`src/rtl/voice_alloc_pkg.sv`:
```
// Shared constants for the voice allocator: voice count, note width, age
// width and the bit layout of the flattened per-voice note bus.
package voice_alloc_pkg;

    localparam int OSC_VOICES        = 4;
    localparam int MIDI_PAYLOAD_BITS = 8;
    localparam int VOICE_AGE_W       = 4;

    // Voice v occupies bits [v*width +: width] of the flattened note bus.
    function automatic int note_lsb(input int voice, input int width);
        return voice * width;
    endfunction

endpackage

```
`src/rtl/voice_select.sv`:
```
// Combinational voice picker: lowest matching voice (hit), lowest inactive
// voice (free) and the oldest active voice (greatest age, ties to lowest index).
module voice_select
    import voice_alloc_pkg::*;
#(
    parameter int VOICES = OSC_VOICES,
    parameter int AGE_W  = VOICE_AGE_W,
    parameter int IDX_W  = (VOICES > 1) ? $clog2(VOICES) : 1
) (
    input  logic [VOICES-1:0]            active_i,
    input  logic [VOICES-1:0][AGE_W-1:0] age_i,
    input  logic [VOICES-1:0]            match_i,
    output logic [IDX_W-1:0]             hit_idx_o,
    output logic                         hit_vld_o,
    output logic [IDX_W-1:0]             free_idx_o,
    output logic                         free_vld_o,
    output logic [IDX_W-1:0]             oldest_idx_o
);

    logic [AGE_W-1:0] best_age;
    logic             seen;

    // Priority scans from voice 0 upward; strict '>' keeps ties on the lowest index.
    always_comb begin
        hit_idx_o    = '0;
        hit_vld_o    = 1'b0;
        free_idx_o   = '0;
        free_vld_o   = 1'b0;
        oldest_idx_o = '0;
        best_age     = '0;
        seen         = 1'b0;
        for (int v = 0; v < VOICES; v++) begin
            if (match_i[v] && !hit_vld_o) begin
                hit_vld_o = 1'b1;
                hit_idx_o = IDX_W'(v);
            end
            if (!active_i[v] && !free_vld_o) begin
                free_vld_o = 1'b1;
                free_idx_o = IDX_W'(v);
            end
            if (active_i[v] && (!seen || age_i[v] > best_age)) begin
                seen         = 1'b1;
                best_age     = age_i[v];
                oldest_idx_o = IDX_W'(v);
            end
        end
    end

endmodule

```
`src/rtl/voice_alloc.sv`:
```
// Polyphonic voice allocator. Holds per-voice note/active/age registers and
// applies note-off then note-on in one read-modify-write per cycle.
// Optional macro VOICE_ALLOC_STEAL_EN: when defined, a note-on with all voices
// busy steals the oldest voice; otherwise such a note-on is dropped.
//
// Handshake: noteOnStrb_i / noteOffStrb_i are one-cycle valid pulses with an
// implied ready that is always high; note_i is qualified by either strobe, and
// one on/off pair is accepted every cycle with no backpressure.
module voice_alloc
    import voice_alloc_pkg::*;
#(
    parameter int VOICES = OSC_VOICES,
    parameter int NOTE_W = MIDI_PAYLOAD_BITS,
    parameter int AGE_W  = VOICE_AGE_W
) (
    input  logic                         clk_i,
    input  logic                         rst_i,
    input  logic [NOTE_W-1:0]            note_i,
    input  logic                         noteOnStrb_i,
    input  logic                         noteOffStrb_i,
    output logic [VOICES*NOTE_W-1:0]     voiceNote_o,
    output logic [VOICES-1:0]            voiceActive_o,
    output logic [VOICES-1:0]            voiceTrig_o,
    output logic [$clog2(VOICES+1)-1:0]  activeCount_o
);

    localparam int IDX_W = (VOICES > 1) ? $clog2(VOICES) : 1;
    localparam int CNT_W = $clog2(VOICES+1);
    localparam logic [AGE_W-1:0] AGE_MAX = {AGE_W{1'b1}};
`ifdef VOICE_ALLOC_STEAL_EN
    localparam bit STEAL_EN = 1'b1;
`else
    localparam bit STEAL_EN = 1'b0;
`endif

    logic [VOICES-1:0][NOTE_W-1:0] note_q, note_d;
    logic [VOICES-1:0][AGE_W-1:0]  age_q, age_d;
    logic [VOICES-1:0]             active_q, active_d;
    logic [VOICES-1:0]             trig_q, trig_d;
    logic [CNT_W-1:0]              count_q, count_d;

    logic [VOICES-1:0] off_hit, active_off, on_match;
    logic [IDX_W-1:0]  hit_idx, free_idx, oldest_idx, tgt;
    logic              hit_vld, free_vld, do_on, load;

    // Note-off first: drop matching voices, then look for note-on hits among the survivors.
    always_comb begin
        off_hit  = '0;
        on_match = '0;
        for (int v = 0; v < VOICES; v++) begin
            off_hit[v] = noteOffStrb_i && active_q[v] && (note_q[v] == note_i);
        end
        active_off = active_q & ~off_hit;
        for (int v = 0; v < VOICES; v++) begin
            on_match[v] = active_off[v] && (note_q[v] == note_i);
        end
    end

    voice_select #(
        .VOICES (VOICES),
        .AGE_W  (AGE_W),
        .IDX_W  (IDX_W)
    ) u_select (
        .active_i     (active_off),
        .age_i        (age_q),
        .match_i      (on_match),
        .hit_idx_o    (hit_idx),
        .hit_vld_o    (hit_vld),
        .free_idx_o   (free_idx),
        .free_vld_o   (free_vld),
        .oldest_idx_o (oldest_idx)
    );

    // Note-on target choice (hit, free, steal) and the resulting next state.
    always_comb begin
        note_d   = note_q;
        age_d    = age_q;
        active_d = active_off;
        trig_d   = '0;
        do_on    = 1'b0;
        load     = 1'b0;
        tgt      = hit_idx;
        if (noteOnStrb_i) begin
            if (hit_vld) begin
                do_on = 1'b1;
            end else if (free_vld) begin
                do_on = 1'b1;
                load  = 1'b1;
                tgt   = free_idx;
            end else if (STEAL_EN) begin
                do_on = 1'b1;
                load  = 1'b1;
                tgt   = oldest_idx;
            end
        end
        if (do_on) begin
            for (int v = 0; v < VOICES; v++) begin
                if (active_off[v] && (IDX_W'(v) != tgt) && (age_q[v] != AGE_MAX)) begin
                    age_d[v] = age_q[v] + AGE_W'(1);
                end
            end
            age_d[tgt]    = '0;
            active_d[tgt] = 1'b1;
            trig_d[tgt]   = 1'b1;
            if (load) begin
                note_d[tgt] = note_i;
            end
        end
        count_d = '0;
        for (int v = 0; v < VOICES; v++) begin
            count_d = count_d + CNT_W'(active_d[v]);
        end
    end

    // State and output registers; reset wins over any strobe.
    always_ff @(posedge clk_i) begin
        if (rst_i) begin
            note_q   <= '0;
            age_q    <= '0;
            active_q <= '0;
            trig_q   <= '0;
            count_q  <= '0;
        end else begin
            note_q   <= note_d;
            age_q    <= age_d;
            active_q <= active_d;
            trig_q   <= trig_d;
            count_q  <= count_d;
        end
    end

    for (genvar gv = 0; gv < VOICES; gv++) begin : g_pack
        assign voiceNote_o[note_lsb(gv, NOTE_W) +: NOTE_W] = note_q[gv];
    end

    assign voiceActive_o = active_q;
    assign voiceTrig_o   = trig_q;
    assign activeCount_o = count_q;

endmodule
```
`config.mk`:
```
export PLATFORM = sky130hd
export DESIGN_NAME = voice_alloc
export DESIGN_NICKNAME = d
export VERILOG_FILES = /design/src/rtl/voice_alloc_pkg.sv /design/src/rtl/voice_select.sv /design/src/rtl/voice_alloc.sv
export SDC_FILE = /design/constraint.sdc
export NUM_CORES = 1
export LEC_CHECK = 0
export CAP_MARGIN = 10
export CORE_UTILIZATION = 53
export DETAILED_ROUTE_END_ITERATION = 7
export GPL_TIMING_DRIVEN = 0
export PLACE_DENSITY = 0.84
export SLEW_MARGIN = 20
export SYNTH_ARGS = -nofsm -noshare
export SYNTH_HDL_FRONTEND = slang
export SYNTH_SLANG_ARGS = --single-unit
```
`constraint.sdc`:
```
create_clock -name clk_i -period 10.3 [get_ports clk_i]
set_input_delay 2.06 -clock clk_i [delete_from_list [all_inputs] [get_ports clk_i]]
set_output_delay 2.06 -clock clk_i [all_outputs]
set_load 0.02 [all_outputs]
```
==> flow_metrics.tcl <==
set metrics [dict create \
    status "finished clean" \
    pwr-share-clk_pct 29.1 \
    cts.sinks 43 \
    clk_path_buf_depth 2 \
    critPathTopFamily "simple AND/OR/NAND/NOR gates" \
    ys_top_cells_by_area "dfxtp_1, mux2i_1, nand2b_1" \
    arrival_ps 5490 \
    reg2reg_from "voiceNote_o[5]" \
    grt_max_degree 13 \
    post_cts_resized 0 \
    antenna_found_initial 0 \
    htree_levels 2 \
    dieArea_um2 4610 \
    fin_setup_tns_ps 0 \
    synth_top_area_share_pct 37.4 \
    cpMaxStageDelayCell "clkdlybuf4s50_1" \
    swShare_pct 27.7 \
    rows 23 \
    path_common_cell "ha_1" \
    antenna_left 0 \
    clk_pin_slew_ps 80 \
    peakVddDrop_mv 0.0877 \
    synth_mux_area_share_pct 10.4 \
    max_freq_ghz 0.188 \
    layout_commonest_cell "clkdlybuf4s50_1" \
    synth_compound_area_share_pct 10.1 \
    drt-total-wl_um 5340 \
    startpoint "noteOffStrb_i" \
    period_needed_ps 5330 \
    synth_fa_ha_area_share_pct 1.96 \
    cts_made_buffers 5 \
    post-route-util_pct 71.1 \
    syn_area_per_cell_um2 9.59 \
    min_from "voiceNote_o[8]" \
    seqPwrFrac_pct 51.0 \
    core_um2 4090 \
    cp.required_ps 10470 \
    finalNetCount 308 \
    rsz0062_at_grt "false" \
    cp_num_buf_inv 2 \
    setup-violations-final 0 \
    synthArstFlopShare_pct 0 \
    cp-end-kind "register" \
    die_w_um 67.9 \
    path_class "in2reg" \
    synthesis.area_um2 2300 \
    worstMarginPinSlew_ps 678 \
    synth-seq-cells 43 \
    gp_congestion 0.873 \
    p_comb_share_pct 19.9 \
    first_iter_violations 132 \
    slew_violations 0 \
    max-cap-violations 0 \
    io_buffers 46 \
    final_layout_size_suffix_gt1_share_pct 8.84 \
    p_sw_uw 96.5 \
    post-place-cells 336 \
    critPathMaxStageDelay_ps 580 \
    post-route-period-util_pct 51.7 \
    grt_pass1_vias 1714 \
    synth-simple-area-share_pct 22.6 \
    netlist_instances 240 \
    synth_nets 255 \
    synth_ff_type "dfxtp_1" \
    drc 0 \
    worst_clock_skew_ps 4.28 \
    clkLatencyLatePin_ps 290 \
    ys_warn_count 0 \
    worstHoldPathType "reg2reg" \
    area_growth_pct 26.3 \
    via_per_inst 5.48 \
    hold_viol 0 \
    ys_types 42 \
    synth_edf_count 0 \
    grt_pass1_wl_um 8350 \
    final_cell_mix "clkdlybuf4s50_1, dfxtp_1, nand2b_1" \
    cts_root_buf "clkbuf_8" \
    n_antenna_cell 0 \
    start_util_pct 56.3 \
    overflow 0 \
    hold_buffers 0 \
    worstPathCellList "clkdlybuf4s50_1 -> inv_1 -> and4_4 -> nor4_2 -> nand3b_4 -> a21oi_1 -> o21ai_0 -> fa_1 -> ha_1 -> ha_1 -> nor2b_1" \
    finalNonFillerCells 344 \
    via_count 1886 \
    power_density_nw_per_um2 120 \
    dp_hpwl_um 4070 \
    first_pass_iters 4 \
    fillers 347 \
    relSlewSlack_pct 54.4 \
    ys_seq_area_share_pct 37.4 \
    wl_per_cell_um 15.5 \
    cts_tree "yes" \
    worst_setup_path_start_kind "input pin" \
    synthXorXnorAreaFrac_pct 12.2 \
    p_leak_uw 0.00114 \
    synth_top_family_by_area "simple AND/OR/NAND/NOR gates" \
    yosys.area.top_type "dfxtp_1" \
    worstPathMaxFanout 6 \
    cts_setup_buffers 0 \
    grt_usage_pct 24.8 \
    io_pins 55 \
    p_int_uw 252 \
    fp.dieH_um 67.9 \
]
through the flow:
step                worst slack [ps]  total power [uW]  hold WS [ps]  instance area, um^2
floorplan                       5320               226           569                 2300
global placement                4720               250           489                 2830
detailed placement              4680               251           497                 2830
CTS                             4980               350           508                 2910
global route                    4760               365           527                 2910
finish                          4970               349           504                 2910
cell type report:
class	instances	area (um^2)	share of cell area, %
buffer	17	106	3.66
clock buffer	7	76.3	2.63
clock inverter	1	5.00	0.172
inverter	5	18.8	0.646
multi-input combinational	175	1320	45.3
sequential	43	861	29.6
tap	50	62.6	2.15
timing repair buffer	46	460	15.8
synth_stat cells (5+ instances only):
cell and instances:
dfxtp_1 43, clkbuf_1 7, xor2_1 16, nor2b_1 11
nand2b_1 35, nor4_1 5, buf_4 7, nand4_1 5
mux2i_1 24, xnor2_1 16, inv_1 5, nor2_1 5
o21ai_0 19
power groups by stage:
| stage | combinational, uW | clock [uW] | sequential [uW] |
|---|---|---|---|
| after detailed placement | 69.3 | 0 | 182 |
| after floorplan | 37.0 | 0 | 189 |
| after global routing | 74.7 | 112 | 179 |
| after global placement | 68.3 | 0 | 182 |
| final | 69.4 | 101 | 178 |
| after CTS | 69.6 | 103 | 178 |
final timing paths:
| kind | endpoint | slack (ps) | cells after the start |
|---|---|---|---|
| worst min-delay path | voiceNote_o[8] | 500 | 2 |
| worst max register to register | activeCount_o[1] | 6620 | 12 |
| worst min register to register | voiceNote_o[8] | 500 | 2 |
| worst max-delay path | activeCount_o[1] | 4970 | 11 |
registers in the layout, indices dropped and copies added (netlist names):
signal         count
activeCount_o      3
voiceNote_o       32
voiceTrig_o        4
voiceActive_o      4
per-layer routing:
| layer | routed length [um] | track usage, % | vias to the layer above | share of wire (%) |
|---|---|---|---|---|
| met1 | 2510 | 34.9 | 889 | 47 |
| met3 | 272 | 5.83 | 6 | 5.1 |
| li1 | - | - | 925 | - |
| met5 | 0 | 0 | - | 0 |
| met4 | 55 | 5.21 | 0 | 1.0 |
| met2 | 2500 | 38.5 | 66 | 47 |
worst min-delay path, cell delays in order (launching register included):
cell and delay, ps:
dfxtp_1 330, nand2b_1 70, mux2i_1 60
kinds of logic (layout without fill, tap and decap cells):
logic type	after synthesis	count (layout)
buf+inv	22	76
mux	24	24
xor+xnor	32	32
compound gates	38	38
flops	43	43
simple gates	78	78
fa+ha+maj	3	3
Power figures use the tool's default switching activity.
